==> config.mk <==
export PLATFORM = sky130hd
export DESIGN_NAME = hazard_dedup_gate_flat
export DESIGN_NICKNAME = d
export VERILOG_FILES = /design/src/rtl/hazard_dedup_gate_if.sv /design/src/rtl/hazard_dedup_gate.sv /design/src/flat_wrapper.sv
export SDC_FILE = /design/constraint.sdc
export NUM_CORES = 1
export LEC_CHECK = 0
export ABC_AREA = 1
export CAP_MARGIN = 20
export CORE_AREA = 5 5 171 173
export CTS_CLUSTER_DIAMETER = 150
export DETAILED_ROUTE_END_ITERATION = 10
export DIE_AREA = 0 0 176 178
export SYNTH_ARGS = -nofsm -noshare
export SYNTH_HDL_FRONTEND = slang
export SYNTH_SLANG_ARGS = --single-unit
export TNS_END_PERCENT = 100
==> constraint.sdc <==
create_clock -name clk -period 5.2 [get_ports clk]
set_clock_uncertainty 0.2 [all_clocks]
set_input_delay 0.52 -clock clk [delete_from_list [all_inputs] [get_ports clk]]
set_output_delay 0.52 -clock clk [all_outputs]
set_load 0.05 [all_outputs]
==> src/rtl/hazard_dedup_gate_if.sv <==
// Ingress/egress/snoop signal bundle for hazard_dedup_gate.
// master = gate side, slave = upstream source + FIFO side.
interface hazard_dedup_gate_if #(
    parameter int DATA_W = 140
);
    logic [DATA_W-1:0] in_data;
    logic              in_valid;
    logic              in_ready;
    logic [DATA_W-1:0] out_data;
    logic              out_valid;
    logic              out_ready;
    logic [DATA_W-1:0] snp_data;
    logic              snp_valid;
    logic              snp_match;

    modport master (
        input  in_data, in_valid, out_ready, snp_match,
        output in_ready, out_data, out_valid, snp_data, snp_valid
    );

    modport slave (
        output in_data, in_valid, out_ready, snp_match,
        input  in_ready, out_data, out_valid, snp_data, snp_valid
    );
endinterface

==> src/rtl/hazard_dedup_gate.sv <==
// Ingress gate in front of a snoopable FIFO: hold word, snoop for a pending twin, then forward or drop.
// Optional macro HAZARD_DEDUP_GATE_DROP_EN: matched words are dropped instead of only counted.
module hazard_dedup_gate #(
    parameter int DATA_W    = 140,
    parameter int DUP_CNT_W = 16,
    parameter int STALL_MAX = 255
) (
    input  logic                 clk,
    input  logic                 rstn,
    hazard_dedup_gate_if.master  bus,
    output logic                 dup_pulse,
    output logic [DUP_CNT_W-1:0] dup_cnt,
    output logic                 stall_err,
    input  logic                 err_clr
);
    localparam int CNT_W = $clog2(STALL_MAX + 1);
    localparam logic [CNT_W-1:0] STALL_LIM = CNT_W'(STALL_MAX);

    typedef enum logic [1:0] {IDLE, SNOOP, SEND} state_e;

    state_e               state_q, state_d;
    logic [DATA_W-1:0]    hold_q, hold_d;
    logic [CNT_W-1:0]     stall_q, stall_d;
    logic                 stall_err_q, stall_err_d;
    logic [DUP_CNT_W-1:0] dup_cnt_q, dup_cnt_d;
    logic                 dup_hit, stalled;

    assign dup_hit = (state_q == SNOOP) && bus.snp_match;
    assign stalled = (state_q == SEND) && !bus.out_ready;

    assign bus.in_ready  = (state_q == IDLE) || ((state_q == SEND) && bus.out_ready);
    assign bus.out_valid = (state_q == SEND);
    assign bus.out_data  = hold_q;
    assign bus.snp_valid = (state_q == SNOOP);
    assign bus.snp_data  = hold_q;
    assign dup_cnt       = dup_cnt_q;
    assign stall_err     = stall_err_q;

    always_comb begin
        state_d = state_q;
        hold_d  = hold_q;
        case (state_q)
            IDLE: begin
                if (bus.in_valid) begin
                    hold_d  = bus.in_data;
                    state_d = SNOOP;
                end
            end
            SNOOP: begin
`ifdef HAZARD_DEDUP_GATE_DROP_EN
                state_d = dup_hit ? IDLE : SEND;
`else
                state_d = SEND;
`endif
            end
            SEND: begin
                if (bus.out_ready) begin
                    if (bus.in_valid) begin
                        hold_d  = bus.in_data;
                        state_d = SNOOP;
                    end else begin
                        state_d = IDLE;
                    end
                end
            end
            default: state_d = IDLE;
        endcase
    end

    // Watchdog keeps re-asserting while still stuck at the limit, so a clear mid-stall is not lost.
    always_comb begin
        stall_d = '0;
        if (stalled)
            stall_d = (stall_q == STALL_LIM) ? stall_q : stall_q + 1'b1;
        stall_err_d = stall_err_q || (stalled && (stall_d == STALL_LIM));
        if (err_clr)
            stall_err_d = 1'b0;
    end

    always_comb begin
        dup_cnt_d = dup_cnt_q;
        if (err_clr)
            dup_cnt_d = '0;
        else if (dup_hit && !(&dup_cnt_q))
            dup_cnt_d = dup_cnt_q + 1'b1;
    end

    always_ff @(posedge clk or negedge rstn) begin
        if (!rstn) begin
            state_q     <= IDLE;
            hold_q      <= '0;
            stall_q     <= '0;
            stall_err_q <= 1'b0;
            dup_cnt_q   <= '0;
        end else begin
            state_q     <= state_d;
            hold_q      <= hold_d;
            stall_q     <= stall_d;
            stall_err_q <= stall_err_d;
            dup_cnt_q   <= dup_cnt_d;
        end
    end

`ifdef HAZARD_DEDUP_GATE_DROP_EN
    logic dup_pulse_q;
    always_ff @(posedge clk or negedge rstn) begin
        if (!rstn) dup_pulse_q <= 1'b0;
        else       dup_pulse_q <= dup_hit;
    end
    assign dup_pulse = dup_pulse_q;
`else
    // Statistics-only mode flags the match in the snoop cycle itself.
    assign dup_pulse = dup_hit;
`endif
endmodule

==> src/flat_wrapper.sv <==
// flat-port wrapper written by rule: the top's interface ports become plain ports
module hazard_dedup_gate_flat 
#(
    parameter int DATA_W    = 140,
    parameter int DUP_CNT_W = 16,
    parameter int STALL_MAX = 255
)
  (clk, rstn, dup_pulse, dup_cnt, stall_err, err_clr, bus_in_data, bus_in_valid, bus_out_ready, bus_snp_match, bus_in_ready, bus_out_data, bus_out_valid, bus_snp_data, bus_snp_valid);
  hazard_dedup_gate_if #(.DATA_W(DATA_W)) bus_i ();
  input  logic clk;
  input  logic rstn;
  output logic dup_pulse;
  output logic [DUP_CNT_W-1:0] dup_cnt;
  output logic stall_err;
  input  logic err_clr;
  input wire logic [$bits(bus_i.in_data)-1:0] bus_in_data;
  input wire logic [$bits(bus_i.in_valid)-1:0] bus_in_valid;
  input wire logic [$bits(bus_i.out_ready)-1:0] bus_out_ready;
  input wire logic [$bits(bus_i.snp_match)-1:0] bus_snp_match;
  output wire logic [$bits(bus_i.in_ready)-1:0] bus_in_ready;
  output wire logic [$bits(bus_i.out_data)-1:0] bus_out_data;
  output wire logic [$bits(bus_i.out_valid)-1:0] bus_out_valid;
  output wire logic [$bits(bus_i.snp_data)-1:0] bus_snp_data;
  output wire logic [$bits(bus_i.snp_valid)-1:0] bus_snp_valid;
  assign bus_i.in_data = bus_in_data;
  assign bus_i.in_valid = bus_in_valid;
  assign bus_i.out_ready = bus_out_ready;
  assign bus_i.snp_match = bus_snp_match;
  assign bus_in_ready = bus_i.in_ready;
  assign bus_out_data = bus_i.out_data;
  assign bus_out_valid = bus_i.out_valid;
  assign bus_snp_data = bus_i.snp_data;
  assign bus_snp_valid = bus_i.snp_valid;
  hazard_dedup_gate #(.DATA_W(DATA_W), .DUP_CNT_W(DUP_CNT_W), .STALL_MAX(STALL_MAX)) u_core (.clk(clk), .rstn(rstn), .bus(bus_i), .dup_pulse(dup_pulse), .dup_cnt(dup_cnt), .stall_err(stall_err), .err_clr(err_clr));
endmodule
# Word-level counts from Yosys, hierarchy flattened
# Cells that the tools add are included.
# classes
n_addsub	2
eq_ne	6
mux	12
reduce_logical	15
# op_table
cell	n
two-way mux 140 bit	2
case mux 140 bit (2 select lines)	1
two-way mux 16 bit	2
adder 16 x 1 -> 16 bit, second input constant	1
== test 8 bit, second input constant	2
two-way mux 8 bit	2
AND reduction 16 bit	1
adder 8 x 1 -> 8 bit, second input constant	1
case mux 2 bit (3 select lines)	1
logical AND 1 bit	5
two-way mux 2 bit	2
inequality test 2 bit, second input constant	2
AND reduction 2 bit	2
nonzero test 2 bit	2
== test 2 x 1 -> 1 bit, second input constant	1
== test 2 bit, second input constant	1
logical NOT 1 bit	2
logical NOT 2 bit	1
logical OR 1 bit	2
two-way mux 1 bit	2
# totals
register_bits	167
in_bits	146
output_inout_bits	301
wordCells	40

# Longest topological paths before layout
# Gate-level depths: netlist of run 1.
# logic_depth
depth_word	7
depth_mapped	11
depth_no_buf	11

# Worst setup path after synthesis of run 1
# OpenSTA, ideal clock, no wires.
# synth_timing
path_type	reg2reg
startpoint	register u_core.state_q[1]
endpoint	register u_core.dup_cnt_q[7], in the netlist u_core.dup_cnt[7]
setup_time_ns	0.123
arrival_ns	1.962
required_time_ns	4.877
path_slack_ns	2.916
stages_incl_launch_ff	8
path_buffers	1
period_less_slack_ns	2.284
path_cell_list	dfrtp_1 -> nor2_1 -> nand2_1 -> inv_2 -> nand2_4 -> buf_6 -> nor3b_1 -> nor2_1
# synth_between
elab_chain_cells	4
# synth_lines
element	line	source
start: declaration	hazard_dedup_gate.sv:21	state_e state_q, state_d;
start signal: assignment	hazard_dedup_gate.sv:96	state_q <= state_d;
== test 2 x 1 -> 1 bit	--	
net bus_snp_valid	flat_wrapper.sv:24	output wire logic [$bits(bus_i.snp_valid)-1:0] bus_snp_valid;
logical AND 1 bit	hazard_dedup_gate.sv:28	assign dup_hit = (state_q == SNOOP) && bus.snp_match;
net dup_pulse	flat_wrapper.sv:12	output logic dup_pulse;
logical AND 1 bit	hazard_dedup_gate.sv:84	else if (dup_hit && !(&dup_cnt_q))
nonzero test 2 bit (no source line)	--	
end signal: assignment	hazard_dedup_gate.sv:100	dup_cnt_q <= dup_cnt_d;
end: declaration	hazard_dedup_gate.sv:25	logic [DUP_CNT_W-1:0] dup_cnt_q, dup_cnt_d;
# The timed path passes the listed nets, and every way through them passes these cells.
# A chain may end at the register's enable or synchronous reset.

# Worst setup path after layout of run 1
# layout_timing
startpoint	input port bus_out_ready
endpoint	output port bus_in_ready
# layout_between
elab_chain_cells	2
# layout_lines
element	line	source
start: declaration	flat_wrapper.sv:18	input wire logic [$bits(bus_i.out_ready)-1:0] bus_out_ready;
logical AND 1 bit	hazard_dedup_gate.sv:31	assign bus.in_ready = (state_q == IDLE) || ((state_q == SEND) && bus.out_ready);
logical OR 1 bit	hazard_dedup_gate.sv:31	
end: declaration	flat_wrapper.sv:20	output wire logic [$bits(bus_i.in_ready)-1:0] bus_in_ready;
# No other way between the ends.

==> run metrics, run 1 <==
fin crit period=2.846 ns; maximum VDD drop=0.0002455 V; Slew HR=30.55%; EDFF count, synth=0; met1 Track Usage GR=20.01%; Setup Buffers After CTS=0; leak pwr=5.661 nW; CTS Buf Count=17; Sw Pwr=3.278 mW; Sw Share=49.62%; Vias/cell=4.267; Final Instance Area=0.01226 mm2; clock slew at reported path FFs=0.07 ns; Ys Warns=0; vias in the first global route=7107; CTS H-tree lvls=4; Root Driver=clkbuf_16; die area=0.03133 mm2; vias=6831; cts hold-fix bufs=1; global route total overflow=0; first-pass GRT wire length=40100 um; most frequent cell after synthesis=nand2_1; total wire length=26120 um; Final Power=6.606 mW; Fin Setup TNS=0 ns; Total Routing Usage GR=16.12%; Critical Path Sink Type=output pin; First-pass DRT Iterations=6; largest net degree at the start of global routing=96; combinational group share of total power=53.3%; Commonest cells post-synth=nand2_1, dfrtp_1, buf_4; ANT cells=0; Seq pwr share=27.8%; PD cells=539.1 mW/mm2; final setup fails=0; CTS sink count=167; Post-Syn Instances=946; fin util=44.60%; clk buf depth=2; Antenna Nets Post-Route=0; Avg WL per Cell=16.32 um; placed inst area=0.01167 mm2; Placer Congestion=0.8167; worst path required time=4.48 ns; initial antenna violation count=0; fmax=351.3 MHz; Seq cells post-synth=167; Synth Cell Area=0.008000 mm2; max-cap violations=0; share of cells above drive strength 1=5.020%; Yosys top cell by area=dfrtp_1; internal power=3.328 mW; Pins Over Slew Limit=0; post_cts resized=0; RSZ-0062 raised after global routing=no; critical path class=in2out; Die H=178 um; fraction of registers with async set/reset=100.0%; Synth Flop Type=dfrtp_1; Core Area=0.02748 mm2; Clock power frac=18.9%; ranking of synthesized cells by area=dfrtp_1, nand2_1, buf_4; worst-margin pin slew=1.042 ns; Syn Nets=1094; CP Launch Type=primary input; CTS tree=built; row count=61; met2 usage=27.79%; register area share after synthesis=52.24%; period utilisation layout=54.74%; CP max FO=2; Final Hold Fails=0; clk_lat worst skew=0.41 ns; hpwl dp=19550 um; IO buf count=446; Yosys cell types=30; starting DRC count in detailed routing=346; grt peak-use layer=met2; # DRC=0; Die W=176 um; Boundary Pins=447; layout net count=1390; run status=completed; Synth top area share=52.24%; Starting Density=29.12%; hold crit path type=reg2reg; Area Growth Syn to Fin=53.19%; critical path arrival=2.13 ns; grt met3 use=4.875%; syn_area_per_cell=8.457 um2
## power by group through the flow
stage / clock network (mW) / registers [mW] / logic [mW]
6_report: 1.25 / 1.84 / 3.52
5_1_grt: 1.34 / 1.88 / 3.66
4_1_cts: 1.29 / 1.85 / 3.56
3_5_place_dp: 0 / 1.86 / 3.55
3_3_place_gp: 0 / 1.86 / 3.53
2_1_floorplan: 0 / 2.71 / 1.70
## kinds of logic after synthesis
family	share of synthesized area (%)
compound gates	2.002
xor+xnor	0.9854
fa+ha+maj	0.3127
buf+inv	17.42
flops	52.24
simple gates	27.04
## layout make-up
cell class              count  area (um2)
clock buffers              18       429.2
clock inverters            14       141.4
fillers                  2692       15220
inverters                  30       115.1
multi-input cells         576        2435
flip-flops and latches    167        4179
well taps                 346       432.9
repair buffers            450        4523
## worst max-delay path, cell delays in order
cell and delay [ns]:
clkdlybuf4s50_1 0.54, inv_2 0.05, a21oi_2 0.18, clkdlybuf4s50_1 0.84
## per-stage QoR
| step | setup slack, ns | hold slack [ns] | std cells |
|---|---|---|---|
| after floorplan | 2.916 | 0.02441 | 946 |
| after global placement | 2.091 | 0.2853 | 1568 |
| after detailed placement | 2.027 | 0.2928 | 1568 |
| after CTS | 2.339 | 0.3088 | 1601 |
| after global routing | 2.256 | 0.3252 | 1601 |
| final | 2.354 | 0.3025 | 1601 |
## sequential cells by signal (all words and copies together), names as in the netlist
| register | cells |
|---|---|
| u_core.stall_q | 8 |
| u_core.dup_cnt | 16 |
| u_core.stall_err | 1 |
| u_core.bus.out_data | 140 |
| u_core.state_q | 2 |
## placed cells by master (no fill, tap or decap), types with 2 or more instances in the layout
cell type,Yosys,layout
o31ai_1,4,4
xor2_1,8,8
inv_2,8,7
clkdlybuf4s50_1,0,445
o21ai_1,9,9
and3_1,2,2
nand3_1,17,17
clkbuf_16,0,17
ha_1,2,2
nor2_1,21,21
nand4_1,9,9
o21bai_1,2,2
buf_12,0,2
inv_8,0,2
clkinv_2,0,2
dfrtp_1,167,167
inv_1,21,21
nor3_1,4,4
nor3b_1,2,2
a21oi_2,4,4
nand2_4,3,4
nor2_2,2,2
nand2_1,469,468
o21ai_0,2,2
a21oi_1,5,5
clkinv_4,0,4
nor2_4,3,3
nand2_2,4,4
nor3_2,2,2
inv_6,0,5
## final timing paths
check | start | to | slack, ns | depth (start not counted)
worst max-delay path | bus_out_ready | bus_in_ready | 2.35 | 4
min in group asynchronous | rstn | u_core.bus.out_data[84] | 0.52 | 2
worst min register to register | u_core.bus.out_data[37] | u_core.bus.out_data[37] | 0.30 | 2
max in group asynchronous | rstn | u_core.bus.out_data[27] | 3.31 | 3
worst max register to register | u_core.state_q[1] | u_core.bus.out_data[64] | 2.68 | 6
worst min-delay path | u_core.bus.out_data[37] | u_core.bus.out_data[37] | 0.30 | 2
## metal layers
metal  share of wire [%]  wire, um  up-vias
li1                    -         -     3347
met3                 6.7      1763       15
met1                  42     10950     3187
met5                   0         0        -
met4                 1.1       286        0
met2                  50     13120      282
Power figures use the tool's default switching activity.
==> run 2: changes to the inputs <==
--- a/config.mk
+++ b/config.mk
@@ -7,10 +7,10 @@
 export LEC_CHECK = 0
 export ABC_AREA = 1
 export CAP_MARGIN = 20
-export CORE_AREA = 5 5 171 173
+export CORE_AREA = 5 5 173 175
 export CTS_CLUSTER_DIAMETER = 150
 export DETAILED_ROUTE_END_ITERATION = 10
-export DIE_AREA = 0 0 176 178
+export DIE_AREA = 0 0 178 180
 export SYNTH_ARGS = -nofsm -noshare
 export SYNTH_HDL_FRONTEND = slang
 export SYNTH_SLANG_ARGS = --single-unit
==> constraint.sdc (replaced) <==
create_clock -name clk -period 2.7 [get_ports clk]
set_clock_uncertainty 0.2 [all_clocks]
set_input_delay 0.27 -clock clk [delete_from_list [all_inputs] [get_ports clk]]
set_output_delay 0.27 -clock clk [all_outputs]
set_load 0.05 [all_outputs]
==> run metrics, run 2 (synthesis results as in run 1) <==
kind of cell adding the most delay to the critical path=buffers and inverters; placed cells=1616; CTS tree=built; clk buf depth=2; Critical Path, Cell by Cell=nor2_1, nand2_1, inv_2, clkdlybuf4s50_1; leak pwr=5.737 nW; Avg WL per Cell=15.68 um; RSZ-0062 raised after global routing=no; CTS Buf Count=17; fin util=43.95%; worst-margin pin slew=0.6603 ns; Final Power=12.87 mW; IO buf count=446; Antenna Nets Post-Route=0; final setup fails=0; CTS sink count=167; Fin Setup TNS=0 ns; Final Hold Fails=0; Post-Layout Cell Count=1649; Boundary Pins=447; die area=0.03204 mm2; fin crit period=2.458 ns; Starting Density=28.25%; Total Routing Usage GR=15.66%; share of cells above drive strength 1=5.929%; Die W=178 um; First-pass DRT Iterations=4; clk_lat worst skew=0.42 ns; CTS H-tree lvls=4; Setup Buffers After CTS=0; buffers and inverters on the worst path=2; starting DRC count in detailed routing=312; fmax=406.8 MHz; clock slew at reported path FFs=0.08 ns; vias in the first global route=7048; CP max stage cell=clkdlybuf4s50_1; post_cts resized=0; most common cell after layout, fill and taps aside=nand2_1; max-cap violations=0; Final Instance Area=0.01245 mm2; most frequent cells in the layout=nand2_1, clkdlybuf4s50_1, dfrtp_1; Placer Congestion=0.8226; Die H=180 um; slowest stage delay, CP=0.81 ns; largest net degree at the start of global routing=141; run status=completed; max reg flops=140; maximum VDD drop=0.0005385 V; Core Area=0.02831 mm2; Pins Over Slew Limit=0; placed inst area=0.01183 mm2; critical path arrival=1.99 ns; layout net count=1400; ANT cells=0; worst path required time=2.23 ns; # DRC=0; row count=62; hpwl dp=19310 um; CP Launch Type=flop; total wire length=25850 um; PD cells=1034 mW/mm2; initial antenna violation count=0; vias=6883; Root Driver=clkbuf_16; critical path class=reg2out; Vias/cell=4.174; period utilisation layout=91.05%; Area Growth Syn to Fin=55.57%; hold crit path type=in2async; CP max FO=4; first-pass GRT wire length=39860 um; Critical Path Sink Type=output pin; cts hold-fix bufs=1; Slew HR=55.98%; global route total overflow=0
==> run 2: changes by cell type in the layout (fill, tap and decap cells not counted) <==
cell,before,now
clkinvlp_4,0,1
inv_6,5,3
clkinv_4,4,1
clkinv_8,0,2
clkdlybuf4s50_1,445,444
buf_12,2,5
buf_4,1,9
inv_8,2,6
clkbuf_1,1,0
clkinv_2,2,1
==> run 2: layout make-up <==
cell class	count	area, um2
clock buffers	17	425.4
clock inverters	15	177.7
repair buffers	460	4633
multi-input cells	576	2435
well taps	384	480.5
flip-flops and latches	167	4179
fillers	2751	15870
inverters	30	115.1
==> run 2: routing by layer <==
layer  share of wire (%)  global-route usage [%]  up-vias
met4                 1.8                   5.012        0
met1                  41                   18.93     3215
met5                   0                       0        -
met3                 7.4                   4.349       25
li1                    -                       -     3368
met2                  49                   26.88      275
==> run 2: worst paths after layout <==
path	endpoint	start	cells past startpoint	slack, ns
worst max-delay path	dup_pulse	u_core.state_q[1]	4	0.24
worst min-delay path	u_core.bus.out_data[77]	rstn	2	0.16
worst max register to register	u_core.dup_cnt[13]	u_core.dup_cnt[0]	9	0.65
worst min register to register	u_core.bus.out_data[6]	u_core.bus.out_data[6]	2	0.30
max in group asynchronous	u_core.bus.out_data[30]	rstn	3	1.39
min in group clk	u_core.bus.out_data[15]	bus_in_data[15]	3	0.17
==> run 2: power by group <==
group | total [mW] | internal [mW] | switching, mW
registers | 3.53 | 3.01 | 0.520
logic | 6.83 | 2.12 | 4.70
clock network | 2.51 | 1.33 | 1.18
==> run 2: worst register-to-register path, delay by kind of cell, from the launching register on <==
kind            cells  cell delay [ns]
compound gates      1             0.07
fa+ha+maj           1             0.22
buf+inv             1             0.11
flops               1             0.45
simple gates        6             0.92
==> run 2: per-stage QoR <==
stage                     hold WS [ns]  setup slack, ns
after floorplan                -0.2256           0.4155
after global placement         0.05156           0.5400
after detailed placement       0.04687           0.4912
after CTS                       0.1385           0.1870
after global routing            0.1474           0.1095
final                           0.1591           0.2417
